--- src/rtl/trigger_router.sv ---
// trigger_router: selects one of several raw trigger sources and routes it
// to a single registered trigger output, either as a straight passthrough or
// as an armed one-shot pulse of programmable width followed by a holdoff.
//
// Optional build macro:
//   TRIGGER_ROUTER_SYNC_EN - every I_src bit passes through a 2-flop
//                            synchroniser before selection (+2 cycles on all
//                            source-to-O_trig latencies). Undefined by default,
//                            in which case I_src is used directly.
//
// One-shot state machine (I_mode == 1):
//   state      | meaning
//   -----------+-----------------------------------------------------------
//   ST_IDLE    | not armed, O_trig low; arms when I_arm is high
//   ST_ARMED   | waiting for a rising edge on the selected source
//   ST_PULSE   | O_trig high for max(I_pulse_width,1) cycles
//   ST_HOLDOFF | O_trig low, dead time of I_holdoff cycles, edges ignored
//
// Passthrough (mode 0) and disabled (modes 2/3) hold the machine in ST_IDLE.
// Any change of I_mode forces ST_IDLE and O_trig low on the next edge.

module trigger_router #(
    parameter int pNUM_SRC  = 4,
    parameter int pCNT_BITS = 16,
    parameter int pLED_BITS = 23
) (
    input  logic                        trace_clk_in,
    input  logic                        reset_pin,
    input  logic [pNUM_SRC-1:0]         I_src,
    input  logic [$clog2(pNUM_SRC)-1:0] I_sel,
    input  logic [1:0]                  I_mode,
    input  logic                        I_arm,
    input  logic [pCNT_BITS-1:0]        I_pulse_width,
    input  logic [pCNT_BITS-1:0]        I_holdoff,
    input  logic                        I_clr_count,
    output logic                        O_trig,
    output logic                        O_armed,
    output logic                        O_capturing,
    output logic [7:0]                  O_fire_count,
    output logic                        O_led_alive
);

    localparam int SEL_W = $clog2(pNUM_SRC);

    localparam logic [1:0] MODE_PASS    = 2'd0;
    localparam logic [1:0] MODE_ONESHOT = 2'd1;

    localparam logic [pCNT_BITS-1:0] CNT_ZERO = '0;
    localparam logic [pCNT_BITS-1:0] CNT_ONE  = {{(pCNT_BITS-1){1'b0}}, 1'b1};
    localparam logic [pLED_BITS-1:0] LED_ONE  = {{(pLED_BITS-1){1'b0}}, 1'b1};

    typedef enum logic [1:0] {
        ST_IDLE    = 2'd0,
        ST_ARMED   = 2'd1,
        ST_PULSE   = 2'd2,
        ST_HOLDOFF = 2'd3
    } state_t;

    state_t                 r_state;
    logic                   r_trig;
    logic                   r_armed;
    logic                   r_capturing;
    logic [pCNT_BITS-1:0]   r_cnt;
    logic [pCNT_BITS-1:0]   r_holdoff_lat;
    logic                   r_src_q;
    logic [1:0]             r_mode_q;
    logic [7:0]             r_fire_count;
    logic [pLED_BITS-1:0]   r_led_cnt;

    logic [pNUM_SRC-1:0]    w_src_vec;
    logic                   w_sel_src;
    logic                   w_rise;
    logic                   w_mode_chg;
    logic                   w_fire;
    logic [pCNT_BITS-1:0]   w_pw_m1;

`ifdef TRIGGER_ROUTER_SYNC_EN
    logic [pNUM_SRC-1:0]    r_sync1;
    logic [pNUM_SRC-1:0]    r_sync2;

    // Two-flop synchroniser on every raw source bit.
    always_ff @(posedge trace_clk_in or posedge reset_pin) begin
        if (reset_pin) begin
            r_sync1 <= '0;
            r_sync2 <= '0;
        end else begin
            r_sync1 <= I_src;
            r_sync2 <= r_sync1;
        end
    end

    assign w_src_vec = r_sync2;
`else
    assign w_src_vec = I_src;
`endif

    // Source mux; select codes beyond the last source fall back to bit 0.
    always_comb begin
        w_sel_src = w_src_vec[0];
        for (int i = 1; i < pNUM_SRC; i++) begin
            if (I_sel == SEL_W'(i)) begin
                w_sel_src = w_src_vec[i];
            end
        end
    end

    assign w_rise     = w_sel_src & ~r_src_q;
    assign w_mode_chg = (I_mode != r_mode_q);

    // Pulse counter reload: a width of 0 behaves as 1, so the terminal
    // count is reached after max(width,1) cycles in ST_PULSE.
    assign w_pw_m1 = (I_pulse_width == CNT_ZERO) ? CNT_ZERO : (I_pulse_width - CNT_ONE);

    // A firing is exactly the ARMED -> PULSE transition of the state machine.
    assign w_fire = (I_mode == MODE_ONESHOT) && !w_mode_chg &&
                    (r_state == ST_ARMED) && I_arm && w_rise;

    // Delayed copies of the selected source and the mode for edge/change detection.
    always_ff @(posedge trace_clk_in or posedge reset_pin) begin
        if (reset_pin) begin
            r_src_q  <= 1'b0;
            r_mode_q <= MODE_PASS;
        end else begin
            r_src_q  <= w_sel_src;
            r_mode_q <= I_mode;
        end
    end

    // Routing state machine with registered trigger/status outputs.
    always_ff @(posedge trace_clk_in or posedge reset_pin) begin
        if (reset_pin) begin
            r_state       <= ST_IDLE;
            r_trig        <= 1'b0;
            r_armed       <= 1'b0;
            r_capturing   <= 1'b0;
            r_cnt         <= CNT_ZERO;
            r_holdoff_lat <= CNT_ZERO;
        end else if (w_mode_chg) begin
            r_state     <= ST_IDLE;
            r_trig      <= 1'b0;
            r_armed     <= 1'b0;
            r_capturing <= 1'b0;
            r_cnt       <= CNT_ZERO;
        end else if (I_mode == MODE_PASS) begin
            r_state     <= ST_IDLE;
            r_trig      <= w_sel_src;
            r_armed     <= 1'b0;
            r_capturing <= 1'b0;
        end else if (I_mode != MODE_ONESHOT) begin
            r_state     <= ST_IDLE;
            r_trig      <= 1'b0;
            r_armed     <= 1'b0;
            r_capturing <= 1'b0;
        end else begin
            case (r_state)
                ST_IDLE: begin
                    r_trig      <= 1'b0;
                    r_capturing <= 1'b0;
                    if (I_arm) begin
                        r_state <= ST_ARMED;
                        r_armed <= 1'b1;
                    end else begin
                        r_armed <= 1'b0;
                    end
                end

                ST_ARMED: begin
                    if (!I_arm) begin
                        r_state <= ST_IDLE;
                        r_armed <= 1'b0;
                    end else if (w_rise) begin
                        // Width and holdoff are captured here so that later
                        // register writes cannot stretch or cut this pulse.
                        r_state       <= ST_PULSE;
                        r_trig        <= 1'b1;
                        r_armed       <= 1'b0;
                        r_capturing   <= 1'b1;
                        r_cnt         <= w_pw_m1;
                        r_holdoff_lat <= I_holdoff;
                    end
                end

                ST_PULSE: begin
                    if (r_cnt == CNT_ZERO) begin
                        r_trig <= 1'b0;
                        if (r_holdoff_lat == CNT_ZERO) begin
                            r_state     <= ST_IDLE;
                            r_capturing <= 1'b0;
                        end else begin
                            r_state <= ST_HOLDOFF;
                            r_cnt   <= r_holdoff_lat - CNT_ONE;
                        end
                    end else begin
                        r_cnt <= r_cnt - CNT_ONE;
                    end
                end

                ST_HOLDOFF: begin
                    r_trig <= 1'b0;
                    if (r_cnt == CNT_ZERO) begin
                        r_state     <= ST_IDLE;
                        r_capturing <= 1'b0;
                    end else begin
                        r_cnt <= r_cnt - CNT_ONE;
                    end
                end

                default: begin
                    r_state     <= ST_IDLE;
                    r_trig      <= 1'b0;
                    r_armed     <= 1'b0;
                    r_capturing <= 1'b0;
                end
            endcase
        end
    end

    // Saturating firing counter; a clear wins over a same-cycle firing.
    always_ff @(posedge trace_clk_in or posedge reset_pin) begin
        if (reset_pin) begin
            r_fire_count <= 8'd0;
        end else if (I_clr_count) begin
            r_fire_count <= 8'd0;
        end else if (w_fire && (r_fire_count != 8'hFF)) begin
            r_fire_count <= r_fire_count + 8'd1;
        end
    end

    // Clock-alive counter: runs while the trigger is low, freezes while high.
    always_ff @(posedge trace_clk_in or posedge reset_pin) begin
        if (reset_pin) begin
            r_led_cnt <= '0;
        end else if (!r_trig) begin
            r_led_cnt <= r_led_cnt + LED_ONE;
        end
    end

    assign O_trig       = r_trig;
    assign O_armed      = r_armed;
    assign O_capturing  = r_capturing;
    assign O_fire_count = r_fire_count;
    assign O_led_alive  = r_led_cnt[pLED_BITS-1];

endmodule
--- config.mk ---
export PLATFORM = sky130hd
export DESIGN_NAME = trigger_router
export DESIGN_NICKNAME = d
export VERILOG_FILES = /design/src/rtl/trigger_router.sv
export SDC_FILE = /design/constraint.sdc
export NUM_CORES = 1
export LEC_CHECK = 0
export CORE_MARGIN = 3
export CORE_UTILIZATION = 40
export CTS_CLUSTER_DIAMETER = 30
export CTS_CLUSTER_SIZE = 14
export DETAILED_ROUTE_END_ITERATION = 8
export HOLD_SLACK_MARGIN = 0.1
export MAX_ROUTING_LAYER = met4
export SLEW_MARGIN = 25
export SYNTH_ARGS = -nofsm -noshare
export SYNTH_HDL_FRONTEND = slang
export SYNTH_SLANG_ARGS = --single-unit
--- constraint.sdc ---
create_clock -name trace_clk_in -period 2.65 [get_ports trace_clk_in]
set_clock_uncertainty 0.15 [all_clocks]
set_input_delay 0.53 -clock trace_clk_in [delete_from_list [all_inputs] [get_ports trace_clk_in]]
set_output_delay 0.53 -clock trace_clk_in [all_outputs]
set_load 0.005 [all_outputs]
==> run_results.csv <==
group,metric,value,unit
outcome,status,"completed",
clocking,cts_root_buf,"clkbuf_8",
setup_path,critical_path_arrival,2640,ps
yosys,yosys.area.top_type_share,41.0,%
floorplanning,die_x,110,um
yosys,ys_seq_elements,71,
hold_path,min_from,"r_led_cnt[11]$_DFFE_PP0N_",
setup_path,path_max_fanout,12,
yosys,yosysSeqAreaShare,41.0,%
placed_design,portBuffers,55,
yosys,synth_edf_count,0,
yosys,synthTopCellsByArea,"dfrtp_1, xor2_1, xnor2_1, mux2_2, nor2_1",
setup_path,slowest_delay,510,ps
setup_path,rr_endpoint,"r_cnt[0]$_DFFE_PP0P_",
drt,drt_pass1_iterations,4,
yosys,ys.flop_type,"dfrtp_1",
clocking,cts_hold_buf,0,
power,power_frac_seq,50.2,%
clocking,cts_made_buffers,9,
yosys,yosys_warnings,0,
yosys,synth_most_common_cell,"dfrtp_1",
grt,grt-ovfl-total,0,
power,p_per_area,435,nW/um^2
power,switching_share,29.4,%
yosys,synth.distinct_cells,63,
power,pwr-share-clk,34.9,%
setup_path,reg2reg_from,"r_cnt[1]$_DFFE_PP0P_",
yosys,synth_common_cells,"dfrtp_1, nor2_1, nand2_1",
floorplanning,core-area,10400,um^2
drt,wire_per_inst,15.4,um
yosys,yosys.area.top_type,"dfrtp_1",
placed_design,dp.final_hpwl,7960,um
grt,antenna_found_initial,0,
placed_design,routabilityCongestion,0.857,
timing,min_period_over_period,95.7,%
floorplanning,start_util,41.6,%
finish,postLayoutCoreUtil,53.7,%
clocking,cts_tree,"built",
yosys,syn_avg_cell_area,9.74,um^2
yosys,yosys.area_share.simple,22.9,%
setup_path,worstSetupPathType,"in -> reg",
setup_path,crit_chain,"clkdlybuf4s50_1 > mux4_2 > and3b_1 > o31ai_2 > a31oi_2 > buf_4 > o21ai_0 > a21oi_1",
setup_path,start_kind,"primary input",
finish,diodes,0,
timing,drv_slew,0,
finish,syn_to_final_growth,29.1,%
clocking,cts.sinks,71,
grt,grt_max_degree,72,
yosys,synth_xor_area_share,12.1,%
power,peakVddDrop,0.354,mV
finish,fillCellCount,983,
setup_path,cp.depth,8,
yosys,synth_top_family_by_area,"simple AND/OR/NAND/NOR gates",
setup_path,required,2750,ps
grt,grtUsageTotal,19.1,%
setup_path,cpMaxStageDelayCell,"mux4_2",
timing,max-slew-margin-rel,57.9,%
hold_path,min_path_cells,1,
finish,nets,600,
hold_path,hold_path_class,"reg -> reg",
clocking,htree_levels,3,
floorplanning,dieArea,12100,um^2
timing,rsz0062_at_grt,"false",
grt,grt_pass1_wl,17400,um
power,p_int,1720,uW
clocking,insertion_delay,360,ps
timing,holdWs,328,ps
setup_path,worst-path-buf-inv,2,
hold_path,hold_end,"r_led_cnt[11]$_DFFE_PP0N_",
yosys,ys_async_sr_fraction,100,%
drt,drc,0,
finish,finish.instance_area,5600,um^2
power,combPwrFrac,14.9,%
yosys,synth_nets,495,
timing,period_minus_slack,2540,ps
grt,first_global_vias,3686,
drt,routed-via-count,3715,
yosys,synth_compound_area_share,11.5,%
yosys,synthAdderAreaFrac,1.73,%
setup_path,critPathTopFamily,"buffers and inverters",
power,p_leak,0.00247,uW
yosys,syn_area,4340,um^2
timing,hold_viol_final,0,
setup_path,reg2reg_slack,180,ps
floorplanning,die_y,110,um
job,cap_violations,0,
timing,worst_pin_slew,631,ps
finish,drive_above_1_share,19.3,%
setup_path,cp-end-kind,"register",
floorplanning,num_rows,37,
drt,postRouteAntennaNets,0,
drt,postRouteWirelength,10600,um
power,power_switching,717,uW
clocking,cts_max_path_buffers,2,
finish,multi_input_area,2440,um^2
placed_design,place_area,5410,um^2
drt,drt-initial-drc-count,262,
timing,fmax,0.394,GHz
timing,setup-violations-final,0,
yosys,synthMuxAreaShare,7.99,%
setup_path,reg2reg_depth,9,
floorplanning,io_pins,56,
yosys,syn_inst,445,
power,p_total,2440,uW
clocking,path_clk_slew,90,ps
drt,vias_per_cell,5.38,
finish,regArea,1780,um^2
==> cells in the final DEF, fill, tap and decap left out, drive strengths merged, types with 3 or more instances in the layout <==
master	Yosys	layout
nand4	13	13
ha	6	6
mux2i	11	11
a21oi	27	27
and4b	3	3
mux2	19	19
nand2b	3	3
and2	4	4
nand2	39	39
nor4	10	10
nand4b	3	3
a31oi	4	4
nand3	20	20
o31ai	3	3
nor2	44	44
or3	3	3
o21ai	17	17
clkdlybuf4s50	0	55
clkbuf	4	9
nor2b	3	3
xnor2	28	28
buf	9	52
xor2	32	32
o22ai	4	4
nor3	12	12
dfrtp	71	71
nand3b	4	4
o211ai	7	7
inv	14	19
==> logic make-up (layout without fill, tap and decap cells) <==
| family | Yosys count | after routing |
|---|---|---|
| buffers and inverters | 27 | 137 |
| AO/OA/AOI/OAI | 78 | 78 |
| AND/OR/NAND/NOR | 172 | 172 |
| XOR/XNOR | 60 | 60 |
| multiplexers | 31 | 31 |
| flip-flops | 71 | 71 |
| adder cells (fa/ha/maj) | 6 | 6 |
==> stage by stage <==
stage | cells | setup TNS (ps) | worst slack (ps)
after floorplan | 445 | 0 | 173
after global placement | 675 | -2010 | -167
after detailed placement | 675 | -3210 | -228
after CTS | 691 | 0 | 157
after global routing | 691 | 0 | 9.81
final | 691 | 0 | 113
==> metal layers <==
layer,vias up,wire [um],track usage (%)
li1,1810,-,-
met1,1806,4870,24.4
met2,79,5000,29.8
met3,20,517,4.19
met4,0,230,7.21
met5,-,0,-
==> flip-flops by register name, summed over array words and instances, names as in the netlist <==
name and flops:
r_mode_q 2, O_trig 1, O_armed 1, r_holdoff_lat 16
r_cnt 16, r_src_q 1, O_fire_count 8, O_capturing 1
r_state 2, r_led_cnt 23
==> repair_timing <==
action,4_1_cts,5_1_grt
setup endpoints to repair,0,1
resized for setup,0,1
buffers inserted,0,0
==> how the worst max path moves through the flow <==
stage,from,endpoint,slack (ps)
2_1_floorplan,reset_pin,O_armed$_DFFE_PP0P_,170
3_3_place_gp,I_sel[0],r_cnt[0]$_DFFE_PP0P_,-170
3_5_place_dp,I_sel[0],r_cnt[1]$_DFFE_PP0P_,-230
4_1_cts,I_sel[0],r_cnt[1]$_DFFE_PP0P_,160
5_1_grt,r_cnt[1]$_DFFE_PP0P_,r_cnt[1]$_DFFE_PP0P_,10
6_report,I_sel[0],r_cnt[0]$_DFFE_PP0P_,110
==> cell type report <==
cell class	instances	share of cell area (%)
Multi-Input combinational cell	347	43.7
Sequential cell	71	31.7
Timing Repair Buffer	107	17.3
Tap cell	136	3.04
Clock buffer	9	2.21
Clock inverter	7	1.14
Inverter	14	0.939
==> power by group through the flow <==
| stage | Clock, uW | Combinational, uW | Sequential, uW |
|---|---|---|---|
| after CTS | 878 | 369 | 1220 |
| after detailed placement | 0 | 368 | 1240 |
| after floorplan | 0 | 204 | 1230 |
| final | 850 | 364 | 1220 |
| after global routing | 927 | 407 | 1240 |
| after global placement | 0 | 356 | 1240 |
Note: power is estimated with default switching activity, not from simulation.
